<file path="src/rtl/chess_pkg.sv">
// Shared geometry, piece/state encodings and helpers for the chessboard sprite datapath.
package chess_pkg;

    localparam int SPRITE_H      = 60;
    localparam int SPRITE_V      = 60;
    localparam int SPRITE_PIXELS = SPRITE_H * SPRITE_V;
    localparam int FB_W          = 480;

    localparam logic [3:0] BLANK_CODE = 4'd12;

    typedef enum logic [2:0] {
        PAWN   = 3'd0,
        KNIGHT = 3'd1,
        BISHOP = 3'd2,
        ROOK   = 3'd3,
        QUEEN  = 3'd4,
        KING   = 3'd5
    } piece_t;

    typedef enum logic [1:0] {
        IDLE,
        FILL,
        FETCH,
        DRAIN
    } blit_state_t;

    // Codes above the blank code have no sprite and draw as an empty square.
    function automatic logic [3:0] canon_code(input logic [3:0] code);
        return (code > BLANK_CODE) ? BLANK_CODE : code;
    endfunction

endpackage

</file>
<file path="src/rtl/sq_addr_gen.sv">
// Maps a pixel (x,y) inside board square (sq_row,sq_col) to its linear frame-buffer address.
module sq_addr_gen
    import chess_pkg::*;
(
    input  logic [2:0]  sq_row,
    input  logic [2:0]  sq_col,
    input  logic [5:0]  x,
    input  logic [5:0]  y,
    output logic [17:0] fb_addr
);

    logic [17:0] line;

    always_comb begin
        line    = 18'(sq_row) * 18'(SPRITE_V) + 18'(y);
        fb_addr = line * 18'(FB_W) + 18'(sq_col) * 18'(SPRITE_H) + 18'(x);
    end

endmodule

</file>
<file path="src/rtl/square_blitter.sv">
// Draws one 60x60 board square: parity-coloured background fill, then the piece sprite
// streamed from sprite_ram with transparent pixels skipped.
module square_blitter
    import chess_pkg::*;
#(
    parameter logic [3:0] LIGHT_IDX       = 4'h1,
    parameter logic [3:0] DARK_IDX        = 4'h2,
    parameter logic [3:0] TRANSPARENT_IDX = 4'h0
) (
    input  logic        CLK,
    input  logic        RESET_N,
    input  logic        start,
    input  logic [3:0]  piece_code,
    input  logic [2:0]  sq_row,
    input  logic [2:0]  sq_col,
    output logic        busy,
    output logic        done,
    output logic [3:0]  img_addr,
    output logic [11:0] pixel_addr,
    input  logic [3:0]  sprite_data,
    output logic        fb_we,
    output logic [17:0] fb_addr,
    output logic [3:0]  fb_data
);

    localparam logic [5:0] LAST_X = 6'(SPRITE_H - 1);
    localparam logic [5:0] LAST_Y = 6'(SPRITE_V - 1);

    blit_state_t state;
    logic [3:0]  code;
    logic [2:0]  row, col;
    logic [5:0]  x, y, next_x, next_y;
    logic [5:0]  dly_x, dly_y;
    logic        dly_valid;
    logic        x_wrap, last_px, fill_now;
    logic [5:0]  gen_x, gen_y;
    logic [3:0]  sq_colour;

    assign x_wrap    = (x == LAST_X);
    assign last_px   = x_wrap && (y == LAST_Y);
    assign next_x    = x_wrap ? 6'd0 : x + 6'd1;
    assign next_y    = x_wrap ? y + 6'd1 : y;
    assign fill_now  = (state == FILL);
    assign sq_colour = (row[0] ^ col[0]) ? DARK_IDX : LIGHT_IDX;

    // The fill pixel is addressed from the live counters; sprite pixels from the copy
    // delayed to line up with the ROM's one-cycle read latency.
    assign gen_x = fill_now ? x : dly_x;
    assign gen_y = fill_now ? y : dly_y;

    sq_addr_gen u_addr_gen (
        .sq_row  (row),
        .sq_col  (col),
        .x       (gen_x),
        .y       (gen_y),
        .fb_addr (fb_addr)
    );

    // NOTE: the write port is decoded from registered state plus the ROM data of this cycle;
    // registering it would push the last sprite write past the done pulse.
    assign fb_we   = fill_now | (dly_valid & (sprite_data != TRANSPARENT_IDX));
    assign fb_data = fill_now ? sq_colour : (dly_valid ? sprite_data : 4'd0);

    // NOTE: sequential state uses non-blocking assignments only, so every branch reads the
    // pre-edge values of x, y and state.
    always_ff @(posedge CLK or negedge RESET_N) begin
        if (!RESET_N) begin
            state      <= IDLE;
            busy       <= 1'b0;
            done       <= 1'b0;
            code       <= '0;
            row        <= '0;
            col        <= '0;
            x          <= '0;
            y          <= '0;
            dly_x      <= '0;
            dly_y      <= '0;
            dly_valid  <= 1'b0;
            img_addr   <= '0;
            pixel_addr <= '0;
        end else begin
            done <= 1'b0;
            case (state)
                IDLE: begin
                    if (start) begin
                        code  <= canon_code(piece_code);
                        row   <= sq_row;
                        col   <= sq_col;
                        x     <= '0;
                        y     <= '0;
                        busy  <= 1'b1;
                        state <= FILL;
                    end
                end
                FILL: begin
                    if (last_px) begin
                        x <= '0;
                        y <= '0;
                        if (code == BLANK_CODE) begin
                            state <= IDLE;
                            busy  <= 1'b0;
                            done  <= 1'b1;
                        end else begin
                            state      <= FETCH;
                            img_addr   <= code;
                            pixel_addr <= '0;
                        end
                    end else begin
                        x <= next_x;
                        y <= next_y;
                    end
                end
                FETCH: begin
                    dly_x     <= x;
                    dly_y     <= y;
                    dly_valid <= 1'b1;
                    if (last_px) begin
                        x     <= '0;
                        y     <= '0;
                        state <= DRAIN;
                    end else begin
                        x          <= next_x;
                        y          <= next_y;
                        pixel_addr <= pixel_addr + 12'd1;
                    end
                end
                DRAIN: begin
                    dly_valid <= 1'b0;
                    busy      <= 1'b0;
                    done      <= 1'b1;
                    state     <= IDLE;
                end
                default: state <= IDLE;
            endcase
        end
    end

endmodule

</file>
<file path="config.mk">
export PLATFORM = sky130hd
export DESIGN_NAME = square_blitter
export DESIGN_NICKNAME = d
export VERILOG_FILES = /design/src/rtl/chess_pkg.sv /design/src/rtl/sq_addr_gen.sv /design/src/rtl/square_blitter.sv
export SDC_FILE = /design/constraint.sdc
export NUM_CORES = 1
export LEC_CHECK = 0
export ABC_AREA = 1
export CORE_MARGIN = 4
export CORE_UTILIZATION = 53
export CTS_BUF_LIST = sky130_fd_sc_hd__clkbuf_8
export DETAILED_ROUTE_END_ITERATION = 6
export PLACE_DENSITY_LB_ADDON = 0.05
export SYNTH_ARGS = -nofsm -noshare
export SYNTH_HDL_FRONTEND = slang
export SYNTH_SLANG_ARGS = --single-unit
</file>
<file path="constraint.sdc">
create_clock -name CLK -period 5.8 [get_ports CLK]
set_clock_uncertainty 0.2 [all_clocks]
set_input_delay 0.58 -clock CLK [delete_from_list [all_inputs] [get_ports CLK]]
set_output_delay 0.58 -clock CLK [all_outputs]
set_load 0.05 [all_outputs]
</file>
Word level (Yosys, flattened, before mapping)
Cells that the tools add are included.
- multipliers: 3
- equality and inequality tests: 13
- bitwise logic cells: 4
- reductions and logical operators: 15
- mux-type cells: 30
- order comparisons: 1
- $add $sub $neg: 6
- operators with widths (kind ; count):
    6-bit 2-to-1 mux ; 7
    12-bit 2-to-1 mux ; 3
    12-bit case mux with 2 select lines ; 1
    6-bit case mux with 2 select lines ; 2
    18-bit by 6-bit adder with 18-bit output ; 1
    18-bit by 9-bit adder with 18-bit output ; 1
    18-bit by 4-bit multiplier with 13-bit output, second input constant ; 1
    3-bit by 4-bit multiplier with 7-bit output, second input constant ; 2
    12-bit by 1-bit adder with 12-bit output, second input constant ; 1
    6-bit by 1-bit adder with 6-bit output, second input constant ; 2
    6-bit == test, second input constant ; 2
    4-bit 2-to-1 mux ; 3
    9-bit by 6-bit adder with 10-bit output ; 1
    2-bit 2-to-1 mux ; 5
    2-bit != test, second input constant ; 5
    3-bit AND reduction ; 3
    2-bit case mux with 4 select lines ; 1
    4-bit AND reduction ; 2
    2-bit nonzero test ; 3
    1-bit 2-to-1 mux ; 5
    2-bit == test, second input constant ; 2
    4-bit == test, second input constant ; 1
    4-bit greater-than comparator, second input constant ; 1
    1-bit case mux with 2 select lines ; 2
    14 further kinds ; 15
- register bits: 55
- input port bits: 17
- output and inout bits: 41
- word-level logic and storage cells: 85

Longest topological paths before layout
Gate-level depths: netlist of run 1.
- depth in word-level cells: 6
- depth in mapped cells: 31
- mapped depth without buffers: 31

Hierarchy
A second synthesis of run 1 with hierarchy kept.
- cell total of the unflattened synthesis: 760
- area total of the unflattened synthesis: 5391.4 µm²
- modules (own cells, without submodules) (module ; times used ; cells an instance ; area an instance (µm²) ; seq. area each (µm²)):
    square_blitter ; 1 ; 399 ; 3002.9 ; 1376.3
    sq_addr_gen ; 1 ; 361 ; 2388.5 ; 0.0

Worst setup path before layout of run 1
Ideal clock, no wire load.
- path type: register to output
- start: register row[0]
- end: output port fb_addr[14]
- arrival: 5.634 ns
- stages on the path, launching flop included: 28
- slack: -0.614 ns
- data required time: 5.020 ns
- buffers on the path: 0
- cell sequence: dfrtp_1 inv_1 fa_1 inv_1 ha_1 inv_1 fa_1 inv_1 ha_1 nand2_1 nand2_1 a31oi_1 xor2_1 inv_1 fa_1 inv_1 fa_1 inv_1 ha_1 nand2_1 inv_1 nand2_1 nand3_1 nand2_1 nand2_1 nor2_1 nand2_1 xnor2_1
- longest elaborated chain between the ends: 5
- RTL lines (item ; line ; text):
    start, declared ; square_blitter.sv:31 ; logic [2:0] row, col;
    start signal, assigned ; square_blitter.sv:87 ; row <= sq_row;
    3-bit by 4-bit multiplier with 7-bit output ; sq_addr_gen.sv:15 ; line = 18'(sq_row) * 18'(SPRITE_V) + 18'(y);
    9-bit by 6-bit adder with 10-bit output ; sq_addr_gen.sv:15 ;
    18-bit by 4-bit multiplier with 13-bit output ; sq_addr_gen.sv:16 ; fb_addr = line * 18'(FB_W) + 18'(sq_col) * 18'(SPRITE_H) + 18'(x);
    18-bit by 9-bit adder with 18-bit output ; sq_addr_gen.sv:16 ;
    18-bit by 6-bit adder with 18-bit output ; sq_addr_gen.sv:16 ;
    end, declared ; square_blitter.sv:22 ; output logic [17:0] fb_addr,
Every way passes these cells.

Worst setup path after layout of run 1
- start: register row[1]
- end: output port fb_addr[17]
The elaborated chain is that of the path after synthesis.

==> results of run 1 <==
==> per-stage QoR <==
step / utilization, % / setup WS, ps / setup TNS [ps] / hold WS, ps
global route: 72.0 / -590 / -3010 / 241
global placement: 67.1 / 20.9 / 0 / 260
CTS: 70.3 / -231 / -941 / 213
detailed placement: 67.1 / -127 / -363 / 271
finish: 72.0 / -373 / -1490 / 178
floorplan: - / -23.0 / -57.2 / 84.4
==> cell families (layout without fill, tap and decap cells) <==
group	after synthesis	after routing	synth area share (%)
compound gates	81	81	8.65
xor+xnor	35	35	6.32
buf+inv	141	238	10.6
flops	55	55	27.0
simple gates	307	307	25.1
fa+ha+maj	77	77	22.3
==> worst paths after layout <==
kind	start	endpoint	slack, ps	cells after the start
worst min-delay path	RESET_N	state[0]$_DFFE_PN0P_	180	2
worst min register to register	busy$_DFFE_PN0P_	busy$_DFFE_PN0P_	290	2
worst max-delay path	row[1]$_DFFE_PN0P_	fb_addr[17]	-370	30
min in group CLK	busy$_DFFE_PN0P_	busy$_DFFE_PN0P_	290	2
worst max register to register	register	pixel_addr[9]$_DFFE_PN0P_	3360	11
max in group asynchronous	RESET_N	pixel_addr[7]$_DFFE_PN0P_	4740	2
==> flip-flops by register name (all words and copies together), names as in the netlist, named ones only <==
name	count
col	3
y	6
img_addr	4
done	1
dly_y	6
row	3
pixel_addr	12
dly_x	6
x	6
code	4
busy	1
state	1
dly_valid	1
==> what timing repair did <==
| item | 4_1_cts | 5_1_grt |
|---|---|---|
| pin swaps | 25 | 11 |
| buffers inserted | 8 | 6 |
| endpoints found under the setup margin | 7 | 9 |
| resized for setup | 38 | 26 |
==> Yosys cell counts (2+ instances only) <==
cell type  number  share of area [%]
a211oi_1        2               0.29
a21oi_1        19                1.9
a31oi_1         3               0.37
clkbuf_1        6               0.44
clkinv_1        3               0.22
dfrtp_1        55                 27
fa_1           23                9.0
ha_1           54                 13
inv_1         126                9.3
inv_2           3               0.22
nand2_1       204                 15
nand3_1        40                3.9
nand3b_1        2               0.29
nand4_1         2               0.25
nor2_1         41                3.0
nor3_1          9               0.88
nor4_1          3               0.37
o21ai_0        51                5.0
o21bai_1        2               0.29
xnor2_1         9                1.5
xor2_1         24                4.1
==> metal layers <==
layer  GRT usage [%]  vias to the layer above  part of all wire (%)
met5               0                        -                     0
met3            2.31                       10                   3.6
met2            39.5                      103                    51
met4            4.90                        0                   1.2
li1                -                     2350                     -
met1            27.6                     2139                    44
==> layout make-up <==
type | instances | area, µm² | share of cell area [%]
flip-flops and latches | 55 | 1380 | 20.6
clock buffers | 5 | 68.8 | 1.03
clock inverters | 3 | 22.5 | 0.337
multi-input cells | 500 | 3590 | 53.7
repair buffers | 98 | 973 | 14.6
well taps | 129 | 161 | 2.41
inverters | 132 | 495 | 7.41
==> out/metrics.cfg, run 1 <==
[clock_network]
cts_hold_buf=0
clk_pin_slew_worst_paths_ps=100
clockBufferDepth=2
htree_levels=2
cts_tree=built
cts_root_buf=clkbuf_8
numCtsBuffers=5
clock_latency_ps=310
cts_sinks=55

[min_path]
hold_path_class=input port to asynchronous set/reset pin

[timing]
fin_crit_sh_pct=106
rsz0062_at_grt=true
worst_slack_ps=-373
relSlewSlack_pct=53.1
slew_viol_final=0
fmax_mhz=162
min_period_ps=6170
worstMarginPinSlew_ps=704
setup_viol=6
timing.final.hold_violations=0

[yosys]
synth.distinct_cells=36
synth_ff_type=dfrtp_1
syn-num-nets=790
ys_seq_area_share_pct=27.0
synthArstFlopShare_pct=100
netlist_instances=696
synth_area_mm2=0.00509
synth_warnings=0
synth_edf_count=0
syn_area_per_cell_um2=7.31
ys_ff_latch=55

[grt]
track_usage_pct=21.6
antenna_found_initial=0
grt_max_degree=56
grt_pass1_vias=4626
grt_overflow=0
grt_first_pass_wirelength_um=20300

[setup_path]
arrival_ps=5390
path_max_fanout=4
worstSetupStartpointType=register
worst-path-buf-inv=8
end_kind=primary output
cp.required_ps=5020
path_class=register to primary output
crit_family=adder cells
cp_slowest_stage_delay_ps=540
cpMaxStageDelayCell=fa_1

[cells_and_area]
fillers=754
layout_common_cells=nand2_1 (179), inv_1 (116), dfrtp_1 (55)
drive_gt1_share_pct=18.5
design_area_mm2=0.00669
fin_nets=886
layout_commonest_cell=nand2_1
n_antenna_cell=0
final_cells=922
area_growth_pct=31.3

[run_status]
violations=setup timing
status=complete, but fails checks

[floorplanning]
fp.dieH_um=106
start_util_pct=54.8
fp-row-count=35
die-area_mm2=0.0112
io_pins=58
core-area_mm2=0.00928
die_w_um=106

[routing]
via_per_inst=4.99
finalWirelength_um=11600
wl_per_cell_um=12.5
drc=0
num_vias=4602
ant_nets=0
drt_iter0_drc=165
drt_pass1_iterations=5

[place]
dpl.cell_count=900
gp_congestion=0.843
port_buffers=57
post-dp-hpwl_um=8880
placed_cell_area_mm2=0.00623

[flow_run]
drv_cap=0

Power of run 1 is not shown: default switching activity piles up to over one toggle a cycle in this logic, so the estimate is an artifact.
==> run 2, diff against run 1 <==
- PLACE_DENSITY: unset -> 0.81
- PLACE_DENSITY_LB_ADDON: 0.05 -> unset
==> run 2 against run 1 <==
  * The flow still finishes with violations (setup timing)
  * Sequential share of layout area up 0.081 points
  * Via count up 1.7%
  * Register-to-register slack worse by 750 ps
  * Flip-flop and latch count unchanged
  * Worst hold slack better by 5.0 ps
  * Non-clock buffer count down 1
  * Die area unchanged
  * First-iteration DRC count up 25%
  * Setup slack worse by 33 ps
  * Utilization down 0.22 points
  * Critical path depth down 1
  * Cell count down 0.11%
  * Largest cell class unchanged
==> out/metrics.cfg, run 2 (synthesis gave the netlist of run 1 again) <==
[setup_path]
cp.required_ps=5020
worstSetupStartpointType=register
reg2reg_depth=8
cp_slowest_stage_delay_ps=540
r2r_slack_ps=2610
path_max_fanout=5
r2r_end=pixel_addr[6]$_DFFE_PN0P_
arrival_ps=5430
end_kind=primary output
cpMaxStageDelayCell=fa_1
path_class=register to primary output
r2r_start=state[0]$_DFFE_PN0P_

[grt]
grt_first_pass_wirelength_um=19800
track_usage_pct=21.0
grt_overflow=0
grt_pass1_vias=4662
antenna_found_initial=0
grt_max_degree=56

[timing]
slew_viol_final=0
worstMarginPinSlew_ps=900
fmax_mhz=161
min_period_ps=6210
setup_viol=6
relSlewSlack_pct=40.0
worst_slack_ps=-406
rsz0062_at_grt=true
fin_crit_sh_pct=107
timing.final.hold_violations=0

[clock_network]
clk_pin_slew_worst_paths_ps=100
clockBufferDepth=2
numCtsBuffers=5
clock_latency_ps=310
htree_levels=2
cts_sinks=55
cts_tree=built
cts_hold_buf=0
cts_root_buf=clkbuf_8

[floorplanning]
die_w_um=106
start_util_pct=54.8
core-area_mm2=0.00928
die-area_mm2=0.0112
io_pins=58
fp.dieH_um=106
fp-row-count=35

[routing]
via_per_inst=5.08
finalWirelength_um=12100
drt_pass1_iterations=5
drc=0
num_vias=4681
ant_nets=0
wl_per_cell_um=13.1
drt_iter0_drc=207

[cells_and_area]
fillers=671
largest_reg_flops=12
drive_gt1_share_pct=18.4
fin_util_pct=71.8
layout_common_cells=nand2_1 (178), inv_1 (116), dfrtp_1 (54)
layout_commonest_cell=nand2_1
final_cells=921
fin_nets=885
n_antenna_cell=0
regMostFlops=pixel_addr
design_area_mm2=0.00667
area_growth_pct=30.9

[min_path]
hold_path_class=input port to asynchronous set/reset pin

[flow_run]
drv_cap=0

[place]
dp_slack_ps=-195
port_buffers=57
gp_congestion=0.871
placed_cell_area_mm2=0.00622
dpl.cell_count=898
post-dp-hpwl_um=8890

[run_status]
status=complete, but fails checks
violations=setup timing

==> run 2: cell type report <==
class	instances	area [µm²]	share of cell area, %
well taps	129	161	2.42
clock inverters	2	16.3	0.244
repair buffers	97	967	14.5
flip-flops and latches	55	1380	20.7
inverters	132	495	7.43
clock buffers	6	82.6	1.24
multi-input cells	500	3560	53.5
==> run 2: what timing repair did <==
action	CTS	global route
setup endpoints to repair	8	8
resized for setup	27	37
setup buffers	6	9
pin swaps	21	19
==> run 2: stage by stage <==
stage / hold slack [ps] / setup TNS [ps]
after floorplan: 84.4 / -57.2
after global placement: 269 / 0
after detailed placement: 280 / -621
after CTS: 214 / -1520
after global routing: 242 / -3330
final: 183 / -1980
==> run 2: how the worst max path moves through the flow <==
stage / startpoint / end / depth (start not counted)
6_report: row[2]$_DFFE_PN0P_ / fb_addr[17] / 29
5_1_grt: row[2]$_DFFE_PN0P_ / fb_addr[17] / 29
4_1_cts: row[0]$_DFFE_PN0P_ / fb_addr[17] / 30
3_5_place_dp: row[2]$_DFFE_PN0P_ / fb_addr[17] / 28
3_3_place_gp: row[2]$_DFFE_PN0P_ / fb_addr[17] / 30
2_1_floorplan: row[1]$_DFFE_PN0P_ / fb_addr[13] / 22
==> run 2: layer usage <==
layer	vias up	track usage, %	part of all wire [%]
li1	2344	-	-
met1	2198	23.5	40
met2	118	40.8	55
met3	21	2.31	3.4
met4	0	7.12	1.8
met5	-	0	0
==> run 2: critical path, delay by kind of cell (launching register included) <==
kind	cells	cell delay [ps]
adders and majority gates	7	2650
and+or+nand+nor	10	890
buffers and inverters	9	620
DFF	1	380
AOI/OAI and AO/OA	2	360
xor gates and xnor gates	1	190
Power of run 2 is left out for the same reason.
==> run 3, diff against run 2 <==
- CORE_UTILIZATION: 53 -> 55
- PLACE_DENSITY: 0.81 -> 0.8
- clock period: 5.8 -> 7.85 ns (I/O delays scaled with it)
==> run 3 against run 2 <==
  * The run now ends clean
  * Flip-flop and latch count did not move
  * Cell area is 12% lower
  * Utilization shrank 5.4 points
  * First-iteration DRC count fell by 8.7%
  * Critical path depth down 3
  * Critical path type unchanged
==> out/metrics.cfg, run 3 (synthesis gave the netlist of run 1 again) <==
[cells_and_area]
regMostFlops=pixel_addr
largest_reg_flops=12
fillers=759
area_growth_pct=15.4
drive_gt1_share_pct=3.18
layout_commonest_cell=nand2_1
seq_area_mm2=0.00138
layout_common_cells=nand2_1 (204), inv_1 (126), dfrtp_1 (55)
final_cells=863
n_antenna_cell=0
fin_nets=848
multiInputGateArea_mm2=0.00318

[setup_path]
path_class=register to primary output
crit_path_start=row[0]$_DFFE_PN0P_
path_max_fanout=6
r2r_end=pixel_addr[4]$_DFFE_PN0P_
cp_common_cell=inv_1
cp_slowest_stage_delay_ps=810
r2r_start=state[0]$_DFFE_PN0P_
worstSetupStartpointType=register
reg2reg_depth=7
end_kind=primary output
cp.required_ps=6860
r2r_slack_ps=4730
arrival_ps=6310
cpMaxStageDelayCell=clkdlybuf4s50_1

[grt]
antenna_found_initial=0
grt_max_degree=56
grt_overflow=0
track_usage_pct=20.6
grt_first_pass_wirelength_um=19100
grt_pass1_vias=4543

[routing]
drt_iter0_drc=189
wl_per_cell_um=12.4
drc=0
drt_pass1_iterations=5
ant_nets=0
finalWirelength_um=10700
num_vias=4500
via_per_inst=5.21

[min_path]
hp-start=dly_y[0]$_DFFE_PN0P_
hold_path_class=register to register
min_delay_path_depth=2
min_to=dly_y[0]$_DFFE_PN0P_

[timing]
worst_slack_ps=551
min_period_ps=7300
slew_viol_final=0
relSlewSlack_pct=38.6
fin_tns_setup_ps=0
worstMarginPinSlew_ps=921
fmax_mhz=137
rsz0062_at_grt=false
timing.final.hold_violations=0
fin_crit_sh_pct=93.0
setup_viol=0

[clock_network]
cts_sinks=55
cts_tree=built
clock_latency_ps=320
numCtsBuffers=5
cts_root_buf=clkbuf_8
clk_pin_slew_worst_paths_ps=100
cts_hold_buf=0
htree_levels=2
ctsResizeCount=0
cts_setup_buffers=0
clockBufferDepth=2

[flow_run]
drv_cap=0

[floorplanning]
io_pins=58
core-area_mm2=0.00885
die_w_um=104
die-area_mm2=0.0109
start_util_pct=57.5
fp-row-count=34
fp.dieH_um=104

[place]
dpl.cell_count=855
port_buffers=57
dp_slack_ps=590
gp_congestion=0.936
post-dp-hpwl_um=8580

[run_status]
status=complete, no violations

[run 3: per-layer routing]
metal  global-route usage (%)  up-vias  share of wire (%)
met5                        0        -                  0
met4                     5.51        0                1.6
met3                     2.67       16                4.3
met2                     39.5       98                 51
met1                     23.9     2107                 43
li1                         -     2279                  -
[run 3: through the flow]
| step | instance area [µm²] | utilization (%) | hold WS [ps] |
|---|---|---|---|
| 2_1_floorplan | 5090 | - | 248 |
| 3_3_place_gp | 5770 | 65.2 | 265 |
| 3_5_place_dp | 5770 | 65.2 | 275 |
| 4_1_cts | 5860 | 66.3 | 302 |
| 5_1_grt | 5870 | 66.4 | 318 |
| 6_report | 5870 | 66.4 | 298 |
[run 3: worst max path at each step]
stage                             end  slack (ps)  depth (start not counted)
final                     fb_addr[13]         550                         26
after global routing      fb_addr[13]          30                         26
after CTS                 fb_addr[16]         230                         30
after detailed placement  fb_addr[16]         590                         28
after global placement    fb_addr[16]         810                         28
after floorplan           fb_addr[14]        1230                         27
[run 3: cell type report]
class | count | area share (%)
clock inverters | 3 | 0.383
repair buffers | 60 | 10.2
inverters | 132 | 8.44
clock buffers | 5 | 1.17
well taps | 108 | 2.30
flip-flops and latches | 55 | 23.4
multi-input cells | 500 | 54.1
[run 3: critical path: cells and delay by family (launching register included)]
kind / cells / cell delay [ps]
DFF: 1 / 410
buffers and inverters: 9 / 1480
adders and majority gates: 7 / 2910
and+or+nand+nor: 7 / 570
AOI/OAI and AO/OA: 1 / 220
xor gates and xnor gates: 2 / 410
Power of run 3 is left out for the same reason.
